File: src/rtl/filt_pkg.sv
`default_nettype none
// ============================================================================
// Module      : filt_pkg
// Description : Shared types and constants for the filter tap sequencer.
// Revision    : 1.0  initial release
// ============================================================================
package filt_pkg;

  localparam int TAPS   = 4;
  localparam int SEL_W  = 2;
  localparam int FILL_W = 3;

  typedef logic [SEL_W-1:0] tap_sel_t;

  typedef enum logic [0:0] {
    IDLE = 1'b0,
    SCAN = 1'b1
  } state_e;

  // Highest select value; the scan of one sample ends here.
  localparam tap_sel_t c_SEL_LAST = tap_sel_t'(TAPS - 1);

endpackage : filt_pkg
`default_nettype wire

File: src/rtl/tap_delay_line.sv
`default_nettype none
// ============================================================================
// Module      : tap_delay_line
// Description : 4-stage sample shift register with shift enable and
//               synchronous clear. d0_o is the newest sample, d3_o the oldest.
// Revision    : 1.0  initial release
// ============================================================================
module tap_delay_line #(
  parameter int WIDTH = 1
) (
  input  logic             clk,
  input  logic             rst_n,
  input  logic             clear_i,
  input  logic             shift_en_i,
  input  logic [WIDTH-1:0] data_i,
  output logic [WIDTH-1:0] d0_o,
  output logic [WIDTH-1:0] d1_o,
  output logic [WIDTH-1:0] d2_o,
  output logic [WIDTH-1:0] d3_o
);

  logic [WIDTH-1:0] d0_q, d1_q, d2_q, d3_q;
  logic [WIDTH-1:0] d0_d, d1_d, d2_d, d3_d;

  // Next contents: clear wins over shift, otherwise hold.
  always_comb begin
    d0_d = d0_q;
    d1_d = d1_q;
    d2_d = d2_q;
    d3_d = d3_q;
    if (clear_i) begin
      d0_d = '0;
      d1_d = '0;
      d2_d = '0;
      d3_d = '0;
    end else if (shift_en_i) begin
      d0_d = data_i;
      d1_d = d0_q;
      d2_d = d1_q;
      d3_d = d2_q;
    end
  end

  // Delay-line storage with asynchronous reset.
  always_ff @(posedge clk or negedge rst_n) begin
    if (!rst_n) begin
      d0_q <= '0;
      d1_q <= '0;
      d2_q <= '0;
      d3_q <= '0;
    end else begin
      d0_q <= d0_d;
      d1_q <= d1_d;
      d2_q <= d2_d;
      d3_q <= d3_d;
    end
  end

  assign d0_o = d0_q;
  assign d1_o = d1_q;
  assign d2_o = d2_q;
  assign d3_o = d3_q;

endmodule : tap_delay_line
`default_nettype wire

File: src/rtl/filter_tap_sequencer.sv
`default_nettype none
// ============================================================================
// Module      : filter_tap_sequencer
// Description : Feeds a 4-to-1 tap multiplexer: keeps a 4-deep sample delay
//               line and steps the select through taps 0..3 once per accepted
//               sample, stalling on out_ready.
// Revision    : 1.0  initial release
// ============================================================================
module filter_tap_sequencer
  import filt_pkg::*;
#(
  parameter int WIDTH = 1,
  parameter int TAPS  = 4
) (
  input  logic             clk,
  input  logic             rst_n,
  input  logic             flush,
  input  logic             in_valid,
  output logic             in_ready,
  input  logic [WIDTH-1:0] in_data,
  output logic [WIDTH-1:0] d0,
  output logic [WIDTH-1:0] d1,
  output logic [WIDTH-1:0] d2,
  output logic [WIDTH-1:0] d3,
  output logic             s0,
  output logic             s1,
  input  logic             out_ready,
  output logic             tap_valid,
  output logic             tap_last,
  output logic             primed
);

  // The select is 2 bits wide, so only a 4-tap configuration is meaningful.
  if (TAPS != 4) begin : g_taps_check
    $error("filter_tap_sequencer: TAPS must be 4");
  end

  localparam logic [FILL_W-1:0] c_FILL_FULL = FILL_W'(TAPS);

  state_e            state_q, state_d;
  tap_sel_t          sel_q, sel_d;
  logic [FILL_W-1:0] fill_q, fill_d;
  logic              w_accept;

  // State, select and fill-count registers.
  always_ff @(posedge clk or negedge rst_n) begin
    if (!rst_n) begin
      state_q <= IDLE;
      sel_q   <= '0;
      fill_q  <= '0;
    end else begin
      state_q <= state_d;
      sel_q   <= sel_d;
      fill_q  <= fill_d;
    end
  end

  // Next-state logic: flush dominates, then scan stepping and accepts.
  always_comb begin
    state_d = state_q;
    sel_d   = sel_q;
    fill_d  = fill_q;
    if (flush) begin
      state_d = IDLE;
      sel_d   = '0;
      fill_d  = '0;
    end else begin
      if (w_accept && (fill_q != c_FILL_FULL)) begin
        fill_d = fill_q + 1'b1;
      end
      case (state_q)
        IDLE: begin
          if (w_accept) begin
            state_d = SCAN;
            sel_d   = '0;
          end
        end
        SCAN: begin
          if (out_ready) begin
            if (sel_q != c_SEL_LAST) begin
              sel_d = sel_q + 1'b1;
            end else begin
              // Back-to-back accept restarts the scan without an idle gap.
              sel_d   = '0;
              state_d = w_accept ? SCAN : IDLE;
            end
          end
        end
        default: begin
          state_d = IDLE;
          sel_d   = '0;
        end
      endcase
    end
  end

  // Outputs: handshake ready depends on out_ready and flush only, never in_valid.
  always_comb begin
    in_ready  = 1'b0;
    tap_valid = 1'b0;
    tap_last  = 1'b0;
    if (!flush) begin
      in_ready = (state_q == IDLE) ||
                 ((sel_q == c_SEL_LAST) && out_ready);
    end
    if (state_q == SCAN) begin
      tap_valid = 1'b1;
      tap_last  = (sel_q == c_SEL_LAST);
    end
  end

  assign w_accept = in_valid & in_ready;
  assign s0       = sel_q[0];
  assign s1       = sel_q[1];
  assign primed   = (fill_q == c_FILL_FULL);

  tap_delay_line #(
    .WIDTH (WIDTH)
  ) u_delay_line (
    .clk        (clk),
    .rst_n      (rst_n),
    .clear_i    (flush),
    .shift_en_i (w_accept),
    .data_i     (in_data),
    .d0_o       (d0),
    .d1_o       (d1),
    .d2_o       (d2),
    .d3_o       (d3)
  );

endmodule : filter_tap_sequencer
`default_nettype wire

File: config.mk
export PLATFORM = sky130hd
export DESIGN_NAME = filter_tap_sequencer
export DESIGN_NICKNAME = d
export VERILOG_FILES = /design/src/rtl/filt_pkg.sv /design/src/rtl/tap_delay_line.sv /design/src/rtl/filter_tap_sequencer.sv
export SDC_FILE = /design/constraint.sdc
export NUM_CORES = 1
export LEC_CHECK = 0
export ABC_AREA = 1
export ABC_CLOCK_PERIOD_IN_PS = 1300
export CAP_MARGIN = 20
export CORE_UTILIZATION = 40
export CTS_CLUSTER_SIZE = 8
export DETAILED_ROUTE_END_ITERATION = 16
export PLACE_DENSITY = 0.7
export SYNTH_ARGS = -nofsm -noshare
export SYNTH_HDL_FRONTEND = slang
export SYNTH_HIERARCHICAL = 1
export SYNTH_SLANG_ARGS = --single-unit
File: constraint.sdc
create_clock -name clk -period 1.3 [get_ports clk]
set_input_delay 0.13 -clock clk [delete_from_list [all_inputs] [get_ports clk]]
set_output_delay 0.13 -clock clk [all_outputs]
set_load 0.02 [all_outputs]
# After elaboration in Yosys (flattened, before gate mapping)
# Index checks and enable logic that the tools add are counted.
[totals]
output_inout_bits = 10
reg_bits = 10
[op_classes]
n_addsub = 2
eq_ne = 6
muxes = 23
bitwise = 2
reduce_logical = 6
[op_table]
columns = ["cell", "count"]
rows = [
  ["two-way mux 1 bit", 15],
  ["inequality test 3 bit (second input constant)", 3],
  ["two-way mux 2 bit", 4],
  ["two-way mux 3 bit", 2],
  ["case mux 2 bit (2 select lines)", 1],
  ["nonzero test 2 bit", 2],
  ["adder 3 x 1 -> 3 bit (second input constant)", 1],
  ["equality test 3 bit (second input constant)", 1],
  ["adder 2 x 1 -> 2 bit (second input constant)", 1],
  ["equality test 2 bit (second input constant)", 1],
  ["logical AND 1 bit", 2],
  ["inequality test 2 bit (second input constant)", 1],
  ["case mux 1 bit (2 select lines)", 1],
  ["AND reduction 2 bit", 1],
  ["AND 1 bit", 1],
  ["logical OR 1 bit", 1],
  ["NOT 1 bit", 1],
]

# Longest topological paths before layout
[logic_depth]
ltp_word = 10
mapped_depth = 8

# By module
# Netlist, hierarchy kept.
[by_module_without_submodules]
columns = ["mod", "cells_per_inst", "area_per_inst_um2", "instances", "seq_area_each_um2"]
rows = [
  ["filter_tap_sequencer", 49, 391.6, 1, 150.1],
  ["tap_delay_line", 18, 160.2, 1, 100.1],
]

# Worst setup path after synthesis
# No wires, ideal clock.
[synth_timing]
path_kind = "register to register"
from = "reg sel_q[0]"
to = "reg u_delay_line.d0_q, in the netlist u_delay_line/d0_o"
setup_ns = 0.117
path_slack_ns = -0.041
path_stages_with_launch = 9
t_arrival_ns = 1.224
path_buffers = 0
required_ns = 1.183
period_less_slack_ns = 1.341
cell_sequence = "dfrtp_1 > ha_1 > nand2_1 > nand2_2 > nand2_2 > nor2_4 > nor2_2 > nand2_1 > nand2_1"
[synth_via]
elab_chain_len = 6
[synth_rtl]
columns = ["element", "line_no", "text"]
rows = [
  ["start, declared", "filter_tap_sequencer.sv:41", "tap_sel_t sel_q, sel_d;"],
  ["start signal, assigned", "filter_tap_sequencer.sv:53", "sel_q <= sel_d;"],
  ["equality test 2 bit", "filter_tap_sequencer.sv:104", "((sel_q == c_SEL_LAST) && out_ready);"],
  ["logical AND 1 bit", "filter_tap_sequencer.sv:104", ""],
  ["logical OR 1 bit", "filter_tap_sequencer.sv:103", "in_ready = (state_q == IDLE) ||"],
  ["two-way mux 1 bit", "filter_tap_sequencer.sv:102", "if (!flush) begin"],
  ["AND 1 bit", "filter_tap_sequencer.sv:112", "assign w_accept = in_valid & in_ready;"],
  ["via w_accept", "filter_tap_sequencer.sv:43", "logic w_accept;"],
  ["nonzero test 2 bit (no source line)", "n/a", ""],
  ["end signal, assigned", "tap_delay_line.sv:47", "d0_q <= '0;"],
  ["end signal, assigned", "tap_delay_line.sv:52", "d0_q <= d0_d;"],
  ["end, declared", "tap_delay_line.sv:22", "logic [WIDTH-1:0] d0_q, d1_q, d2_q, d3_q;"],
]
# The timed path passes the listed nets, and every way through them passes these cells.
# A chain may end at the register's enable or synchronous reset.

# Final worst setup path
[layout_timing]
from = "reg sel_q[0]"
to = "out in_ready"
[layout_via]
elab_chain_len = 4
[layout_rtl]
columns = ["element", "line_no", "text"]
rows = [
  ["equality test 2 bit", "filter_tap_sequencer.sv:104", ""],
  ["logical AND 1 bit", "filter_tap_sequencer.sv:104", ""],
  ["logical OR 1 bit", "filter_tap_sequencer.sv:103", ""],
  ["two-way mux 1 bit", "filter_tap_sequencer.sv:102", ""],
  ["end, declared", "filter_tap_sequencer.sv:19", "output logic in_ready,"],
]
# Every way passes these cells.

==> impl_results.rst <==
.. list-table::
   :header-rows: 1

   * - Metric
     - Value
   * - Std-Cell Rows
     - 13
   * - Hold crit path type
     - in2async
   * - Remaining design rule violation count
     - 0
   * - Minimum clock period after layout
     - approximately 1.3 ns
   * - Total global routing track utilization
     - 0.2110
   * - Post-synth cell types
     - 17
   * - Synth-to-layout area growth
     - 60.77%
   * - Floorplan core area
     - ~1300 um^2
   * - Post-CTS clock slew at the launch and capture registers of the worst setup and hold paths
     - 0.06 ns
   * - Synthesized net count
     - between 70 and 80
   * - Total number of H-tree levels
     - 1
   * - Post-detailed-route count of antenna-violating nets
     - 0
   * - Crit path kind
     - reg2out
   * - Initial Util
     - 0.4294
   * - Upper clock frequency limit
     - approximately 0.75 GHz
   * - Via count
     - around 550
   * - Die Width
     - 39.14 um
   * - Synth Register Bits
     - 10
   * - Post-Route WL
     - 1314 um
   * - Overall power of the completed layout
     - between 800 and 900 uW
   * - Port Buffers
     - 15
   * - Worst Max-Slew Pin Slew
     - around 0.45 ns
   * - First DRT Iteration DRCs
     - 11
   * - Gate count after technology mapping
     - 67
   * - Total iterations of the first detailed-routing run
     - 4
   * - Yosys warning total
     - 6
   * - Chip Height
     - around 39 um
   * - Worst-path maximum fanout
     - 2
   * - I/O pin total
     - 16
   * - PwrDens
     - 927.6 nW/um^2
   * - Peak supply drop
     - 0.6663 mV
   * - Setup repair after global routing missed its margin
     - true
   * - Max Cap Viol
     - 0
   * - Later-pin clock latency in the skew report
     - 0.26 ns
   * - Layout fillers
     - 101
   * - Leakage Power
     - between 0.4 and 0.5 nW
   * - Post-Synthesis Mean Instance Area
     - 8.236 um^2
   * - Layout cells sized above 1
     - 0.3737
   * - Root Driver
     - clkbuf_4
   * - Fin crit share
     - 1.026
   * - Die area
     - 1532 um^2
   * - Antenna diode count
     - 0
   * - CTS sink cnt
     - 10
   * - Area of the mapped netlist
     - roughly 550 um^2
   * - # nets final
     - about 110
   * - First-pass GRT wire length
     - 2097 um
   * - Failing checks
     - negative setup slack
   * - Endpoint class of the critical path
     - output port
   * - Number of failing hold endpoints at the final stage
     - 0
   * - Initial antenna violation count
     - 0
   * - Fin Clk Skew
     - ~0.0016 ns
   * - Cell count after placement
     - roughly 110
   * - Post-synthesis sequential area ratio
     - 0.4535
   * - CTS tree
     - yes
   * - Via count of the first global-routing pass
     - between 400 and 500
   * - Crit path launch type
     - register
   * - Final core utilization
     - 0.6904
   * - Crit path required time
     - around 1.2 ns
   * - Setup violation total in the final timing report
     - 5
   * - Leading cell types in the layout, fill and taps excluded
     - nand2_1 (18), buf_4 (12), nand3_1 (9)
   * - Vias per inst
     - ~4.8
   * - Non-filler cells, final
     - between 100 and 150
   * - Worst-case headroom to the max-slew limit
     - 0.6962
   * - Maximum number of pins on one net before global-route repair
     - 11
   * - Overflow left after global routing
     - 0
   * - Maximum clock path buffer count
     - 2
   * - Status
     - complete, but fails checks
   * - Inserted Clock Buffers
     - 3
   * - Worst path arrival time
     - 1.20 ns
   * - Global placement routability congestion
     - between 0.8 and 0.9
   * - Fin worst setup slack
     - -0.03346 ns
   * - Final count of pins violating max slew
     - 0
   * - Routed wire per std cell
     - 11.53 um
   * - Leading cell type in the layout, fill and taps excluded
     - nand2_1
   * - Post-detailed-placement half-perimeter wirelength
     - around 920 um
state kept, by name, summed over array words and instances, names as in the netlist:
register and count:
fill_q 3, sel_q 2, state_q 1, u_delay_line/d0_o 1
u_delay_line/d1_o 1, u_delay_line/d2_o 1, u_delay_line/d3_o 1
metal layers:
| layer | global-route usage | part of all wire |
|---|---|---|
| met1 | 0.2435 | 0.42 |
| met2 | 0.3833 | 0.52 |
| met3 | 0.03468 | 0.043 |
| met4 | 0.07759 | 0.013 |
| met5 | 0 | 0 |
path summary, 6_finish.rpt:
check	startpoint	endpoint	slack, ns	depth (start not counted)
max reg2reg	sel_q[0]$_DFFE_PN0P_	u_delay_line/d0_o$_DFFE_PN0P_	-0.02	9
min	rst_n	fill_q[2]$_DFFE_PN0P_	0.18	1
min in group clk	in_data	u_delay_line/d0_o$_DFFE_PN0P_	0.44	3
max in group asynchronous	rst_n	sel_q[0]$_DFFE_PN0P_	0.78	1
min reg2reg	u_delay_line/d3_o$_DFFE_PN0P_	u_delay_line/d3_o$_DFFE_PN0P_	0.47	2
max	sel_q[0]$_DFFE_PN0P_	in_ready	-0.03	6
cell type report:
cell class	count	area [um^2]	area share
inverters	10	37.54	0.04231
multi-input cells	47	291.5	0.3286
clock buffers	4	36.28	0.04090
repair buffers	28	250.2	0.2821
well taps	15	18.77	0.02116
flip-flops and latches	10	252.7	0.2849
per-stage QoR:
step	worst slack, ns	setup TNS, ns	hold WS (ns)	cell area [um^2]
after floorplan	0.007381	0	-0.1656	554.3
after CTS	-0.1131	-0.5372	0.1822	870.8
after detailed placement	-0.2475	-0.8505	0.4617	805.8
after global routing	-0.07559	-0.4449	0.2194	887.1
after global placement	-0.2338	-0.6953	0.4585	805.8
final	-0.03346	-0.09047	0.1770	887.1
cells by family (layout without fill, tap and decap cells):
family | Yosys count | count (layout) | synth area share
fa+ha+maj | 3 | 3 | 0.06803
buf+inv | 10 | 42 | 0.06803
xor+xnor | 1 | 1 | 0.01588
compound gates | 4 | 4 | 0.03626
simple gates | 39 | 39 | 0.3583
flops | 10 | 10 | 0.4535
Yosys cell counts, drive strengths merged:
master,n,share of area
dfrtp,10,0.45
xnor2,1,0.016
nand2,23,0.17
a21oi,1,0.0091
inv,10,0.068
nand4,1,0.039
nor3,1,0.0091
nor2,4,0.045
ha,3,0.068
nand3,10,0.10
o21ai,3,0.027
report_power, final:
group / total, mW / switching (mW) / internal, mW / leakage, nW
Combinational: 0.202 / 0.105 / 0.0977 / 0.331
Clock: 0.277 / 0.107 / 0.170 / 0.0210
Sequential: 0.343 / 0.0143 / 0.329 / 0.132
Total: 0.823 / 0.226 / 0.597 / 0.484
worst max-delay path: stages, from the launching register on:
cell	delay (ns)
dfrtp_2	0.43
ha_4	0.17
nand2_2	0.05
nand2_2	0.06
nand2_2	0.08
inv_2	0.04
buf_6	0.12
timing repair:
| item | in CTS | in global routing |
|---|---|---|
| gates resized for setup | 26 | 13 |
| setup endpoints to repair | 14 | 13 |
| buffers inserted | 3 | 1 |
| hold endpoints to repair | 0 | 0 |
| hold buffers | 0 | 0 |
| pin swaps | 5 | 7 |
Power figures use the tool's default switching activity.
